===== src/rtl/apb_initiator.sv =====
// APB4 initiator: turns a single-outstanding valid/ready request into one APB4
// transfer and returns read data and error status on a valid/ready response.

package apb_initiator_pkg;
    typedef struct packed {
        logic [31:0] paddr;
        logic [2:0]  pprot;
        logic        psel;
        logic        penable;
        logic        pwrite;
        logic [31:0] pwdata;
        logic [3:0]  pstrb;
    } apb_req_t;

    typedef struct packed {
        logic        pready;
        logic [31:0] prdata;
        logic        pslverr;
    } apb_resp_t;
endpackage

// state  | meaning
// IDLE   | ready for a request, APB bus idle
// SETUP  | psel=1, penable=0, wait counter cleared
// ACCESS | psel=1, penable=1, waiting for pready or timeout
// RESP   | bus idle, response presented until rsp_ready_i
module apb_initiator #(
    parameter int unsigned ApbAddrWidth  = 32,
    parameter int unsigned ApbDataWidth  = 32,
    parameter int unsigned TimeoutCycles = 0,
    parameter type         req_t         = apb_initiator_pkg::apb_req_t,
    parameter type         resp_t        = apb_initiator_pkg::apb_resp_t
) (
    input  logic                            pclk_i,
    input  logic                            preset_ni,
    input  logic                            req_valid_i,
    output logic                            req_ready_o,
    input  logic [ApbAddrWidth-1:0]         req_addr_i,
    input  logic                            req_write_i,
    input  logic [ApbDataWidth-1:0]         req_wdata_i,
    input  logic [(ApbDataWidth+7)/8-1:0]   req_strb_i,
    input  logic [2:0]                      req_prot_i,
    output logic                            rsp_valid_o,
    input  logic                            rsp_ready_i,
    output logic [ApbDataWidth-1:0]         rsp_rdata_o,
    output logic [1:0]                      rsp_err_o,
    output req_t                            req_o,
    input  resp_t                           resp_i
);

    localparam int unsigned StrbWidth = (ApbDataWidth + 7) / 8;
    localparam int unsigned CntWidth  = (TimeoutCycles == 0) ? 1 : $clog2(TimeoutCycles + 1);

    typedef enum logic [1:0] {
        IDLE   = 2'd0,
        SETUP  = 2'd1,
        ACCESS = 2'd2,
        RESP   = 2'd3
    } state_t;

    state_t                  state_q, state_d;
    logic [ApbAddrWidth-1:0] addr_q;
    logic                    write_q;
    logic [ApbDataWidth-1:0] wdata_q;
    logic [StrbWidth-1:0]    strb_q;
    logic [2:0]              prot_q;
    logic [CntWidth-1:0]     cnt_q, cnt_d;
    logic [ApbDataWidth-1:0] rdata_q, rdata_d;
    logic [1:0]              err_q, err_d;
    logic                    load;
    logic                    timeout_hit;

    // Counter value after this wait cycle, widened so the compare never wraps.
    assign timeout_hit = (TimeoutCycles != 0) &&
                         ((32'(cnt_q) + 32'd1) >= TimeoutCycles);

    always_comb begin
        state_d = state_q;
        cnt_d   = cnt_q;
        rdata_d = rdata_q;
        err_d   = err_q;
        load    = 1'b0;
        unique case (state_q)
            IDLE: begin
                if (req_valid_i) begin
                    load    = 1'b1;
                    state_d = SETUP;
                end
            end
            SETUP: begin
                cnt_d   = '0;
                state_d = ACCESS;
            end
            ACCESS: begin
                if (resp_i.pready) begin
                    rdata_d = write_q ? '0 : resp_i.prdata[ApbDataWidth-1:0];
                    err_d   = {1'b0, resp_i.pslverr};
                    state_d = RESP;
                end else begin
                    cnt_d = cnt_q + CntWidth'(1);
                    if (timeout_hit) begin
                        rdata_d = '0;
                        err_d   = 2'b10;
                        state_d = RESP;
                    end
                end
            end
            RESP: begin
                if (rsp_ready_i) begin
                    state_d = IDLE;
                end
            end
            default: state_d = IDLE;
        endcase
    end

    always_ff @(posedge pclk_i or negedge preset_ni) begin
        if (!preset_ni) begin
            state_q <= IDLE;
            addr_q  <= '0;
            write_q <= 1'b0;
            wdata_q <= '0;
            strb_q  <= '0;
            prot_q  <= '0;
            cnt_q   <= '0;
            rdata_q <= '0;
            err_q   <= '0;
        end else begin
            state_q <= state_d;
            cnt_q   <= cnt_d;
            rdata_q <= rdata_d;
            err_q   <= err_d;
            if (load) begin
                addr_q  <= req_addr_i;
                write_q <= req_write_i;
                wdata_q <= req_wdata_i;
                strb_q  <= req_write_i ? req_strb_i : '0;
                prot_q  <= req_prot_i;
            end
        end
    end

    // psel/penable are decoded from state so reset drops them without a clock edge.
    always_comb begin
        req_o         = '0;
        req_o.paddr   = addr_q;
        req_o.pprot   = prot_q;
        req_o.psel    = (state_q == SETUP) || (state_q == ACCESS);
        req_o.penable = (state_q == ACCESS);
        req_o.pwrite  = write_q;
        req_o.pwdata  = wdata_q;
        req_o.pstrb   = strb_q;
    end

    assign req_ready_o = (state_q == IDLE);
    assign rsp_valid_o = (state_q == RESP);
    assign rsp_rdata_o = rdata_q;
    assign rsp_err_o   = err_q;

endmodule


===== config.mk =====
export PLATFORM = sky130hd
export DESIGN_NAME = apb_initiator
export DESIGN_NICKNAME = d
export VERILOG_FILES = /design/src/rtl/apb_initiator.sv
export SDC_FILE = /design/constraint.sdc
export NUM_CORES = 1
export LEC_CHECK = 0
export ABC_AREA = 1
export CORE_MARGIN = 4
export CORE_UTILIZATION = 40
export DETAILED_ROUTE_END_ITERATION = 16
export GPL_TIMING_DRIVEN = 1
export HOLD_SLACK_MARGIN = 0.02
export PLACE_DENSITY_LB_ADDON = 0.08
export SYNTH_ARGS = -nofsm -noshare
export SYNTH_HDL_FRONTEND = slang
export SYNTH_SLANG_ARGS = --single-unit
export TNS_END_PERCENT = 20

===== constraint.sdc =====
create_clock -name pclk_i -period 1.6 [get_ports pclk_i]
set_input_delay 0.32 -clock pclk_i [delete_from_list [all_inputs] [get_ports pclk_i]]
set_output_delay 0.32 -clock pclk_i [all_outputs]
set_load 0.005 [all_outputs]

==> results list <==
- H-tree lvl count: 3
- Type of destination of the critical path: primary output
- The most used flip-flop cell after synthesis is sky130_fd_sc_hd__dfrtp_1.
- Count of max-cap constraint violations: 0
- Filler instances: 840
- Required time at the worst-slack endpoint: 1280 ps
- Global routing used 19.5% of the available tracks across all layers.
* Setup violation total in the final timing report: 0
- In the global route stage, met2 resource usage came out at 31.5%.
- Static leakage: 4.06 nW
- Pin count of the biggest net entering global routing: approximately 110
* Final-layout setup total negative slack: 0 ps
- Counting both buffers and inverters, the worst setup path holds a total of 1.
- Total power consumption of the routed design: 11.5 mW
- Counting flops and latches in the post-synthesis netlist gives 107.
- In this run the number of cells on the critical path is 1.
- Synthesis produced 475 cells.
- Synth top area cells: sky130_fd_sc_hd__dfrtp_1 (63%), sky130_fd_sc_hd__nand2_1 (25%), sky130_fd_sc_hd__o21ai_0 (2.4%), sky130_fd_sc_hd__o21ai_1 (2.0%), sky130_fd_sc_hd__buf_2 (1.7%)
- Synth top area share: a little under two thirds
- Number of buffers added to fix hold violations after cts: 0
- For this run, the top clock speed supported by timing is between 600 and 700 MHz.
- Slew at the pin closest to its max-slew limit: 585 ps
* Placed wire-length estimate after detailed placement: roughly 8600 µm
- The run finished, with violations left.
* Routed vias/inst: 4.59
* Cell-by-cell listing of the critical path: clkdlybuf4s50_1
- The number of nets in the synthesized netlist is 588.
- After detailed routing, the average wire length per cell comes to 14.5 µm.
- In this run the most used layer during global routing was met2.
* Worst setup slack for register-to-register paths: 130 ps
- Antenna violations before repair: 0
* Mapped cell area: 4220 µm²
* RSZ-0062 raised after global routing: false
- Final routed DRC violation total: 0
- The Yosys step of the flow raised 0 warnings.
- Critical path startpoint: addr_q[30]$_DFFE_PN0P_
- FF-to-FF Start: state_q[1]$_DFFE_PN0P_
* Number of hold violations in the final report: 4
- In the final design database the tool counted roughly 800 nets.
- Die Wd: between 100 and 150 µm
* Crit path max-delay cell type: sky130_fd_sc_hd__clkdlybuf4s50_1
* Number of flops mapped to enable cells by yosys: 0
* Number of buffers inserted by port buffering: 218
- The first global-routing pass estimated 19400 µm of wire.
- Initial core utilization: 40.9%
- Subtracting the final worst setup slack from the clock period gives 1560 ps.
* Number of distinct library cell variants in the gate-level netlist after synthesis: 16
- Antenna Violating Nets Remaining: 0
- The min-delay analysis places its worst path in the category input port to async pin.
- After clock tree synthesis, the clock-pin slew on the worst setup and hold paths is 90 ps.
- In the global route stage, met3 resource usage came out at under 10%.
- Compared with the post-synthesis result, the final layout area differs by 63.7%.
- The first TritonRoute pass finished after 6 iterations.
* Power per cell area: 1670 nW/µm²
- Clock tree from TritonCTS: built
- Length in cells of the worst reg-to-reg path: 6
- Family with the most delay on the worst path: buffers and inverters
- Counting instances in the post-synthesis netlist gives the leading cell types as sky130_fd_sc_hd__nand2_1 (285), sky130_fd_sc_hd__dfrtp_1 (107), sky130_fd_sc_hd__o21ai_0 (20), sky130_fd_sc_hd__o21ai_1 (17), sky130_fd_sc_hd__buf_2 (14).
* Critical path launch point type: flop
- Floorplan die height: 111 µm
- sky130_fd_sc_hd__dfrtp_1 takes more of the synthesized area than any other cell.
- Initial DRC Count: about 260
- The share of the Yosys chip area taken by registers is 63.4%.
* Arrival time worst endpoint: 1240 ps
- The die covers ~12000 µm².
- Fraction of layout cells with a size suffix above 1: a little under 6%
- Of all flip-flops after synthesis, the portion carrying an async set or reset was 100%.
- The via count of the first global-routing pass was about 3700.
- The worst pin sits at a relative slew slack of 61.0%.
* Fin cells: 832
- Placeable core region: 10300 µm²
- Cells after DPL: around 810
* Worst VDD drop: 0.941 mV
- Clock root cell: sky130_fd_sc_hd__clkbuf_8
- Met1 capacity usage during global routing: between 20% and 30%
* Kind of critical path: flop to primary output
* GPL Wtd Cong: 0.766
- For the worst-skew pair, the clock arrives at the later sink with an insertion delay of 370 ps.
* Clock sink count: ~110
- Top-level I/O count: 220
- Synth Area per Inst: 8.89 µm²
- TritonCTS Buffers: 9
* Violations in the final reports: negative hold slack
* Crit Path Max Fanout: 2
* Post-Route Hold Slack: -5.83 ps
* Fin. max-slew vios: 0
* Dominant cell by count in the synthesized netlist: sky130_fd_sc_hd__nand2_1
* Overflow after GRT: 0
- Cell Rows: 37
- Final worst path period share: between 90% and 100%
- Wire length after detailed routing: 12100 µm
* Diodes inserted: 0
* Maximum count of clock buffers along a single path: 2
- The routed layout has 3817 vias.
- In this design, the stage delay of the slowest critical-path cell is 510 ps.
* Worst Skew: 5.13 ps
==> final cells by class <==
cell class,count,area [µm²],share of cell area [%]
Clock inverter,3,68.8,0.995
Clock buffer,13,169,2.44
Multi-Input combinational cell,331,1350,19.5
Inverter,9,33.8,0.489
Timing Repair Buffer,233,2450,35.4
Tap cell,136,170,2.46
Sequential cell,107,2680,38.7
==> path summary, 6_finish.rpt <==
kind / to
hold / removal: rsp_rdata_o[9]$_DFFE_PN0P_
setup reg to reg: rsp_rdata_o[4]$_DFFE_PN0P_
hold reg to reg: rsp_err_o[0]$_DFFE_PN0P_
min in group pclk_i: wdata_q[17]$_DFFE_PN0P_
setup / recovery: req_o[72]
max in group asynchronous: prot_q[2]$_DFFE_PN0P_
==> sequential cells by signal, summed over array words and instances (netlist names) <==
signal / cells
addr_q: 32
prot_q: 3
rsp_err_o: 1
rsp_rdata_o: 32
state_q: 2
strb_q: 4
wdata_q: 32
write_q: 1
==> cells in the final DEF, fill, tap and decap left out, types with 3 or more instances in the layout <==
master / instances
sky130_fd_sc_hd__buf_12: 4
sky130_fd_sc_hd__buf_2: 3
sky130_fd_sc_hd__buf_4: 12
sky130_fd_sc_hd__clkbuf_8: 12
sky130_fd_sc_hd__clkdlybuf4s50_1: 139
sky130_fd_sc_hd__dfrtp_1: 107
sky130_fd_sc_hd__dlygate4sd2_1: 17
sky130_fd_sc_hd__dlymetal6s2s_1: 57
sky130_fd_sc_hd__inv_1: 7
sky130_fd_sc_hd__nand2_1: 284
sky130_fd_sc_hd__o21ai_0: 20
sky130_fd_sc_hd__o21ai_1: 17
==> metrics by stage <==
stage                     instance area (µm²)  utilization (%)  setup slack (ps)
final                                    6910             67.0              44.0
after global routing                     6910             67.0              1.20
after CTS                                6750             65.3             -32.1
after floorplan                          4220                -               304
after global placement                   6530             63.2              66.4
after detailed placement                 6530             63.2              42.4
==> power breakdown <==
group / internal (mW) / switching, mW / leakage (nW) / total, mW
logic: 2.81 / 2.33 / 2.59 / 5.14
clock network: 1.01 / 0.877 / 0.120 / 1.89
registers: 3.90 / 0.603 / 1.35 / 4.50
==> per-layer routing <==
layer / up-vias / wire (µm)
met5: - / 0
met4: 0 / 236
met3: 20 / 1030
met2: 155 / 5720
met1: 1766 / 5070
li1: 1876 / -
==> repair_timing <==
action	CTS	global route
gates cloned	0	0
endpoints found under the setup margin	21	59
gates resized for setup	30	62
pin swaps	1	0
setup buffers	1	2
==> logic make-up after synthesis <==
logic type,count (synthesis),share of synthesized area (%)
buffers and inverters,37,5.21
AOI/OAI and AO/OA,37,4.39
and+or+nand+nor,290,26.0
other,1,0.0888
adders and majority gates,3,0.889
DFF,107,63.4
Note: power is estimated with default switching activity, not from simulation.
